$ cat src/rtl/xintf_pkg.sv
// Shared constants and write-FSM encoding for the XINTF register bank.
package xintf_pkg;

  localparam int          AW_DEF        = 14;
  localparam int          DW_DEF        = 16;
  localparam logic [13:0] BASE_OUT_DEF  = 14'h0010;
  localparam logic [13:0] ADDR_FST_DEF  = 14'h0020;
  localparam logic [13:0] ADDR_FMSK_DEF = 14'h0021;
  localparam logic [13:0] ADDR_FRAW_DEF = 14'h0022;
  localparam logic [13:0] ADDR_ID_DEF   = 14'h0023;
  localparam logic [15:0] ID_VAL_DEF    = 16'hC0C1;

  typedef enum logic [1:0] {
    IDLE   = 2'd0,
    CAPT   = 2'd1,
    COMMIT = 2'd2
  } wr_state_e;

endpackage

$ cat src/rtl/xintf_sync.sv
// Two-flop synchroniser for async pins; output lags the pin by 2 CLK.
// No flow control; reset forces both stages to RST_VAL (the inactive level).
module xintf_sync #(
  parameter int           W       = 1,
  parameter logic [W-1:0] RST_VAL = '1
) (
  input  logic         CLK,
  input  logic         RESET,
  input  logic [W-1:0] d_in,
  output logic [W-1:0] q_out
);

  logic [W-1:0] meta_q, meta_d;
  logic [W-1:0] sync_q, sync_d;

  always_comb begin
    meta_d = d_in;
    sync_d = meta_q;
  end

  always_ff @(posedge CLK) begin
    if (RESET) begin
      meta_q <= RST_VAL;
      sync_q <= RST_VAL;
    end else begin
      meta_q <= meta_d;
      sync_q <= sync_d;
    end
  end

  assign q_out = sync_q;

endmodule

$ cat src/rtl/xintf_reg_bank.sv
// DSP XINTF register bank: control registers, sticky/masked faults, fault interrupt.
// A write lands 4 CLK after WEn rises; reads are registered, 2 CLK sync + 1 CLK mux.
module xintf_reg_bank
  import xintf_pkg::*;
#(
  parameter int              AW        = AW_DEF,
  parameter int              DW        = DW_DEF,
  parameter int              N_OUT     = 4,
  parameter int              N_FAULT   = 8,
  parameter logic [AW-1:0]   BASE_OUT  = AW'(BASE_OUT_DEF),
  parameter logic [AW-1:0]   ADDR_FST  = AW'(ADDR_FST_DEF),
  parameter logic [AW-1:0]   ADDR_FMSK = AW'(ADDR_FMSK_DEF),
  parameter logic [AW-1:0]   ADDR_FRAW = AW'(ADDR_FRAW_DEF),
  parameter logic [AW-1:0]   ADDR_ID   = AW'(ADDR_ID_DEF),
  parameter logic [DW-1:0]   ID_VAL    = DW'(ID_VAL_DEF)
) (
  input  logic                CLK,
  input  logic                RESET,
  input  logic [AW-1:0]       Addr,
  input  logic [DW-1:0]       Data_in,
  output logic [DW-1:0]       Data_out,
  output logic                Data_oe,
  input  logic                CSn,
  input  logic                WEn,
  input  logic                OEn,
  output logic [N_OUT*DW-1:0] OUT_REGS,
  input  logic [N_FAULT-1:0]  FAULT_IN,
  output logic                FAULT_XINT,
  output logic                wr_pulse
);

  localparam logic [AW:0] OUT_FIRST = {1'b0, BASE_OUT};
  localparam logic [AW:0] OUT_LAST  = {1'b0, BASE_OUT} + (AW+1)'(N_OUT - 1);

  function automatic bit in_out_window(input logic [AW-1:0] a);
    return ({1'b0, a} >= OUT_FIRST) && ({1'b0, a} <= OUT_LAST);
  endfunction

  localparam bit OVERLAP = in_out_window(ADDR_FST) || in_out_window(ADDR_FMSK) ||
                           in_out_window(ADDR_FRAW) || in_out_window(ADDR_ID);

  if (N_OUT < 1 || N_OUT > 16) begin : g_bad_n_out
    $error("xintf_reg_bank: N_OUT must be 1..16");
  end
  if (N_FAULT < 1 || N_FAULT > DW) begin : g_bad_n_fault
    $error("xintf_reg_bank: N_FAULT must be 1..DW");
  end
  if (OVERLAP) begin : g_bad_map
    $error("xintf_reg_bank: output register window overlaps fault/ID addresses");
  end

  logic [2:0]         s_strb;
  logic               s_csn, s_wen, s_oen;
  logic [N_FAULT-1:0] s_fault;

  xintf_sync #(.W(3), .RST_VAL(3'b111)) u_sync_strb (
    .CLK   (CLK),
    .RESET (RESET),
    .d_in  ({CSn, WEn, OEn}),
    .q_out (s_strb)
  );

  xintf_sync #(.W(N_FAULT), .RST_VAL({N_FAULT{1'b1}})) u_sync_fault (
    .CLK   (CLK),
    .RESET (RESET),
    .d_in  (FAULT_IN),
    .q_out (s_fault)
  );

  assign {s_csn, s_wen, s_oen} = s_strb;

  wr_state_e     state_q, state_d;
  logic [AW-1:0] cap_addr_q, cap_addr_d;
  logic [DW-1:0] cap_dat_q, cap_dat_d;
  logic          commit;

  // Entering CAPT implies s_wen was low, so s_wen high in CAPT is the rising edge.
  always_comb begin
    state_d    = state_q;
    cap_addr_d = cap_addr_q;
    cap_dat_d  = cap_dat_q;
    case (state_q)
      IDLE: begin
        if (!s_csn && !s_wen) state_d = CAPT;
      end
      CAPT: begin
        cap_addr_d = Addr;
        cap_dat_d  = Data_in;
        if (s_wen)      state_d = COMMIT;
        else if (s_csn) state_d = IDLE;
      end
      COMMIT:  state_d = IDLE;
      default: state_d = IDLE;
    endcase
  end

  assign commit = (state_q == COMMIT);

  logic [DW-1:0]      out_q [N_OUT];
  logic [DW-1:0]      out_d [N_OUT];
  logic [N_FAULT-1:0] mask_q, mask_d;
  logic [N_FAULT-1:0] sticky_q, sticky_d;
  logic [N_FAULT-1:0] w1c;
  logic               xint_q, xint_d;
  logic               wr_pulse_q, wr_pulse_d;
  logic [DW-1:0]      data_out_q, data_out_d;
  logic [DW-1:0]      rd_mux;
  logic               hit_fst, hit_fmsk;

  assign hit_fst  = commit && (cap_addr_q == ADDR_FST);
  assign hit_fmsk = commit && (cap_addr_q == ADDR_FMSK);

  always_comb begin
    for (int i = 0; i < N_OUT; i++) begin
      out_d[i] = out_q[i];
      if (commit && (cap_addr_q == BASE_OUT + AW'(i))) out_d[i] = cap_dat_q;
    end
  end

  // A fault present in the same cycle as its W1C keeps the bit set.
  always_comb begin
    w1c        = hit_fst ? cap_dat_q[N_FAULT-1:0] : '0;
    sticky_d   = (sticky_q & ~w1c) | ~s_fault;
    mask_d     = hit_fmsk ? cap_dat_q[N_FAULT-1:0] : mask_q;
    xint_d     = ~|(sticky_q & mask_q);
    wr_pulse_d = commit;
  end

  always_comb begin
    rd_mux = '0;
    for (int i = 0; i < N_OUT; i++) begin
      if (Addr == BASE_OUT + AW'(i)) rd_mux = out_q[i];
    end
    if (Addr == ADDR_FST)  rd_mux = DW'(sticky_q);
    if (Addr == ADDR_FMSK) rd_mux = DW'(mask_q);
    if (Addr == ADDR_FRAW) rd_mux = DW'(s_fault);
    if (Addr == ADDR_ID)   rd_mux = ID_VAL;
    data_out_d = (!s_csn && !s_oen) ? rd_mux : '0;
  end

  always_ff @(posedge CLK) begin
    if (RESET) begin
      state_q    <= IDLE;
      cap_addr_q <= '0;
      cap_dat_q  <= '0;
      mask_q     <= '1;
      sticky_q   <= '0;
      xint_q     <= 1'b1;
      wr_pulse_q <= 1'b0;
      data_out_q <= '0;
      for (int i = 0; i < N_OUT; i++) out_q[i] <= '0;
    end else begin
      state_q    <= state_d;
      cap_addr_q <= cap_addr_d;
      cap_dat_q  <= cap_dat_d;
      mask_q     <= mask_d;
      sticky_q   <= sticky_d;
      xint_q     <= xint_d;
      wr_pulse_q <= wr_pulse_d;
      data_out_q <= data_out_d;
      for (int i = 0; i < N_OUT; i++) out_q[i] <= out_d[i];
    end
  end

  for (genvar g = 0; g < N_OUT; g++) begin : g_out_flat
    assign OUT_REGS[g*DW +: DW] = out_q[g];
  end

  assign Data_oe    = !CSn && !OEn;
  assign Data_out   = data_out_q;
  assign FAULT_XINT = xint_q;
  assign wr_pulse   = wr_pulse_q;

endmodule
$ cat config.mk
export PLATFORM = sky130hd
export DESIGN_NAME = xintf_reg_bank
export DESIGN_NICKNAME = d
export VERILOG_FILES = /design/src/rtl/xintf_pkg.sv /design/src/rtl/xintf_sync.sv /design/src/rtl/xintf_reg_bank.sv
export SDC_FILE = /design/constraint.sdc
export NUM_CORES = 1
export LEC_CHECK = 0
export ABC_AREA = 1
export ABC_CLOCK_PERIOD_IN_PS = 3030
export BUFFER_PORTS_ARGS = -buffer_cell sky130_fd_sc_hd__buf_4
export CAP_MARGIN = 15
export CORE_MARGIN = 3
export CORE_UTILIZATION = 59
export CTS_CLUSTER_SIZE = 16
export DETAILED_ROUTE_END_ITERATION = 8
export PLACE_DENSITY = 0.81
export SYNTH_ARGS = -nofsm -noshare
export SYNTH_HDL_FRONTEND = slang
export SYNTH_SLANG_ARGS = --single-unit
$ cat constraint.sdc
create_clock -name CLK -period 3.03 [get_ports CLK]
set_input_delay 0 -clock CLK [delete_from_list [all_inputs] [get_ports CLK]]
set_output_delay 0 -clock CLK [all_outputs]
set_load 0.01 [all_outputs]
==> metrics.txt <==
status complete, no violations; row count 36; Post-Syn Area per Cell just under 8 µm²; Die W 109 µm; most frequent cells in the layout 152 x dfxtp_1, 129 x buf_4, 115 x inv_1, 99 x a21oi_1, 93 x o21ai_0; Worst Reg-to-Reg Cells 6; asr flop ratio synth 0%; Syn Nets about 850; Max transition margin between 20% and 30%; post-synthesis simple-gate area fraction 17.8%; number of diodes 0; CP Capture Type register; most common cell after layout, fill and taps aside dfxtp_1; maximum vdd drop 0.435 mV; post_cts resized 0; sequential area share after synthesis 49.0%; Reg clk slew, reported paths 0.07 ns; Yosys top cell area share between 40 and 50%; CTS tree built; final RePlAce weighted congestion 0.941; die area between 0.01 and 0.015 mm²; antenna violations before repair 0; post-synthesis adder-cell area fraction 0%; first-pass GRT wire length 32400 µm; critical path class reg2reg; Reg power frac 46.1%; vias in the first global route between 6000 and 7000; Longest Clk Path Bufs 2; arrival time at the worst endpoint 2.62 ns; instance count of the mapped netlist 808; layout net count 1008; drt initial violations 850; Buffers on Ports 125; largest net degree at the start of global routing 49; starting density of the core 62.1%; post-synthesis cell type count 30; WL final 21100 µm; Synth Area in Compound Gates 22.0%; worst slew pin tran around 1.1 ns; Max-cap violations 0; # H-tree levels 4; hold_sp Data_in[8]; synth warn 0; Slew Viols, Final 0; Hold WC Path Type in2reg; register area roughly 0.003 mm²; final setup violation count 0; Req. time, crit path ~3.4 ns; TritonCTS Buffers 17; top cells by area, synth dfxtp_1 49%, a21oi_1 8.0%, o21ai_0 7.5%; type of origin of the critical path register; xor/xnor cell area share of the yosys netlist 0%; fill cell count 597; WL/cell 19.0 µm; DPL Wire Length 12500 µm; routed vias/inst approximately 5.7; RR Endpoint out_q[1][1]; RR Startpoint cap_addr_q[13]; ys flop type dfxtp_1; flop-to-flop setup slack 0.79 ns; fin crit period 2.24 ns; Pint 3350 µW; I/O pin cnt 126; TritonRoute pass-1 iters 6; sink of the worst hold path cap_dat_q[8]; detailed-route via count 6387; final antenna-violating net count 0; GRT overflow 0; Comb power frac 5.4%; area occupied by multi-input gates 0.00247 mm²; Finished Layout Cells 1111; core box area 0.0100 mm²; synthesized area approximately 0.0062 mm²; hold violation total from the final report 0; Clock power frac 48.5%; Post-Route Skew 0.0170 ns; switch share 24.3%; Max Freq 0.447 GHz; mux cell area share after synthesis 0%; worst hold path cell count 4; Setup TNS 0 ns; Root Driver clkbuf_8; hold_buf cts 52; area leader, netlist dfxtp_1; largest family of logic cells by synthesized area compound AO/OA/AOI/OAI gates; EDFF count, synth 0; PwrDens approximately 540 mW/mm²; Util after Layout 82.6%; Die Span Y around 110 µm; placed cell count around 1000; post-CTS setup buffer count 0; Leak 0.00347 µW; all-layer global routing usage between 30% and 40%; layout cell share with drive strength beyond 1 roughly 22%; Final Cycle Share 73.9%; register bit total from synthesis about 150; # clock sinks 152; Synth-to-Final Area Change 33.1%; Worst Path Max Fanout 32; clock latency on the worst-skew pair roughly 0.54 ns; Sw Pwr 1070 µW; DRC 0; RSZ-0062 raised after global routing false
## sequential cells by signal, summed over array words and instances, names as in the netlist, 2 cells and up
| name | cells |
|---|---|
| cap_dat_q | 16 |
| state_q | 2 |
| u_sync_fault.meta_q | 8 |
| cap_addr_q | 14 |
| mask_q | 8 |
| out_q | 64 |
| u_sync_fault.q_out | 8 |
| Data_out | 16 |
| u_sync_strb.q_out | 3 |
| u_sync_strb.meta_q | 3 |
| sticky_q | 8 |
## kinds of logic after synthesis
logic type / after synthesis
AO/OA/AOI/OAI: 263
AND/OR/NAND/NOR: 220
buffers and inverters: 173
flip-flops: 152
## critical path, stage by stage (launching register included)
cell	delay (ns)
dfxtp_1	0.31
nor4_2	0.30
nand2_1	0.15
nor3_2	0.18
nand2_1	0.61
o21ai_0	0.47
a21oi_1	0.07
## layer usage
metal / routed length (µm) / global-route usage (%) / up-vias
li1: - / - / 2950
met1: 8140 / 47.5 / 2881
met2: 9780 / 58.6 / 480
met3: 2360 / 8.06 / 76
met4: 800 / 15.3 / 0
met5: 0 / 0 / -
## per-stage QoR
step	area, µm²	setup slack, ns	power, µW	hold slack (ns)
after floorplan	6210	1.57	2170	0.0429
after global placement	7130	0.964	2240	0.185
after detailed placement	7130	0.894	2240	0.187
after CTS	8250	0.853	4360	0.000910
after global routing	8260	0.500	4530	0.286
final	8260	0.791	4430	0.251
## final cells by class
class	count	share of cell area, %
multi-input combinational	483	29.9
inverter	129	5.86
timing repair buffer	182	18.2
clock inverter	15	2.17
clock buffer	17	5.02
tap	133	2.02
sequential	152	36.8
## synth_stat cells, types with 8 or more instances
master      n
a21oi_1    99
buf_2      12
clkbuf_1   28
dfxtp_1   152
inv_1     116
inv_2      13
nand2_1    81
nand3_1    17
nand4_1    13
nor2_1     58
nor2_4      8
o211ai_1    8
o21ai_0    93
o21ai_1    48
or2_2      22
## worst max-delay path by stage
| stage | from | to | slack [ns] |
|---|---|---|---|
| finish | cap_addr_q[13] | out_q[1][1] | 0.79 |
| detailed placement | cap_addr_q[13] | out_q[2][4] | 0.89 |
| CTS | cap_addr_q[13] | out_q[1][1] | 0.85 |
| floorplan | cap_addr_q[13] | out_q[2][10] | 1.57 |
| global placement | cap_addr_q[13] | out_q[3][1] | 0.96 |
| global route | cap_addr_q[13] | out_q[1][1] | 0.50 |
## power groups by stage
stage | clock, µW | sequential [µW] | combinational [µW]
2_1_floorplan | 0 | 2080 | 90.2
3_3_place_gp | 0 | 2080 | 155
3_5_place_dp | 0 | 2080 | 161
4_1_cts | 2110 | 2040 | 215
5_1_grt | 2240 | 2040 | 253
6_report | 2150 | 2040 | 237
No activity file was read; power rests on OpenSTA's default activity.
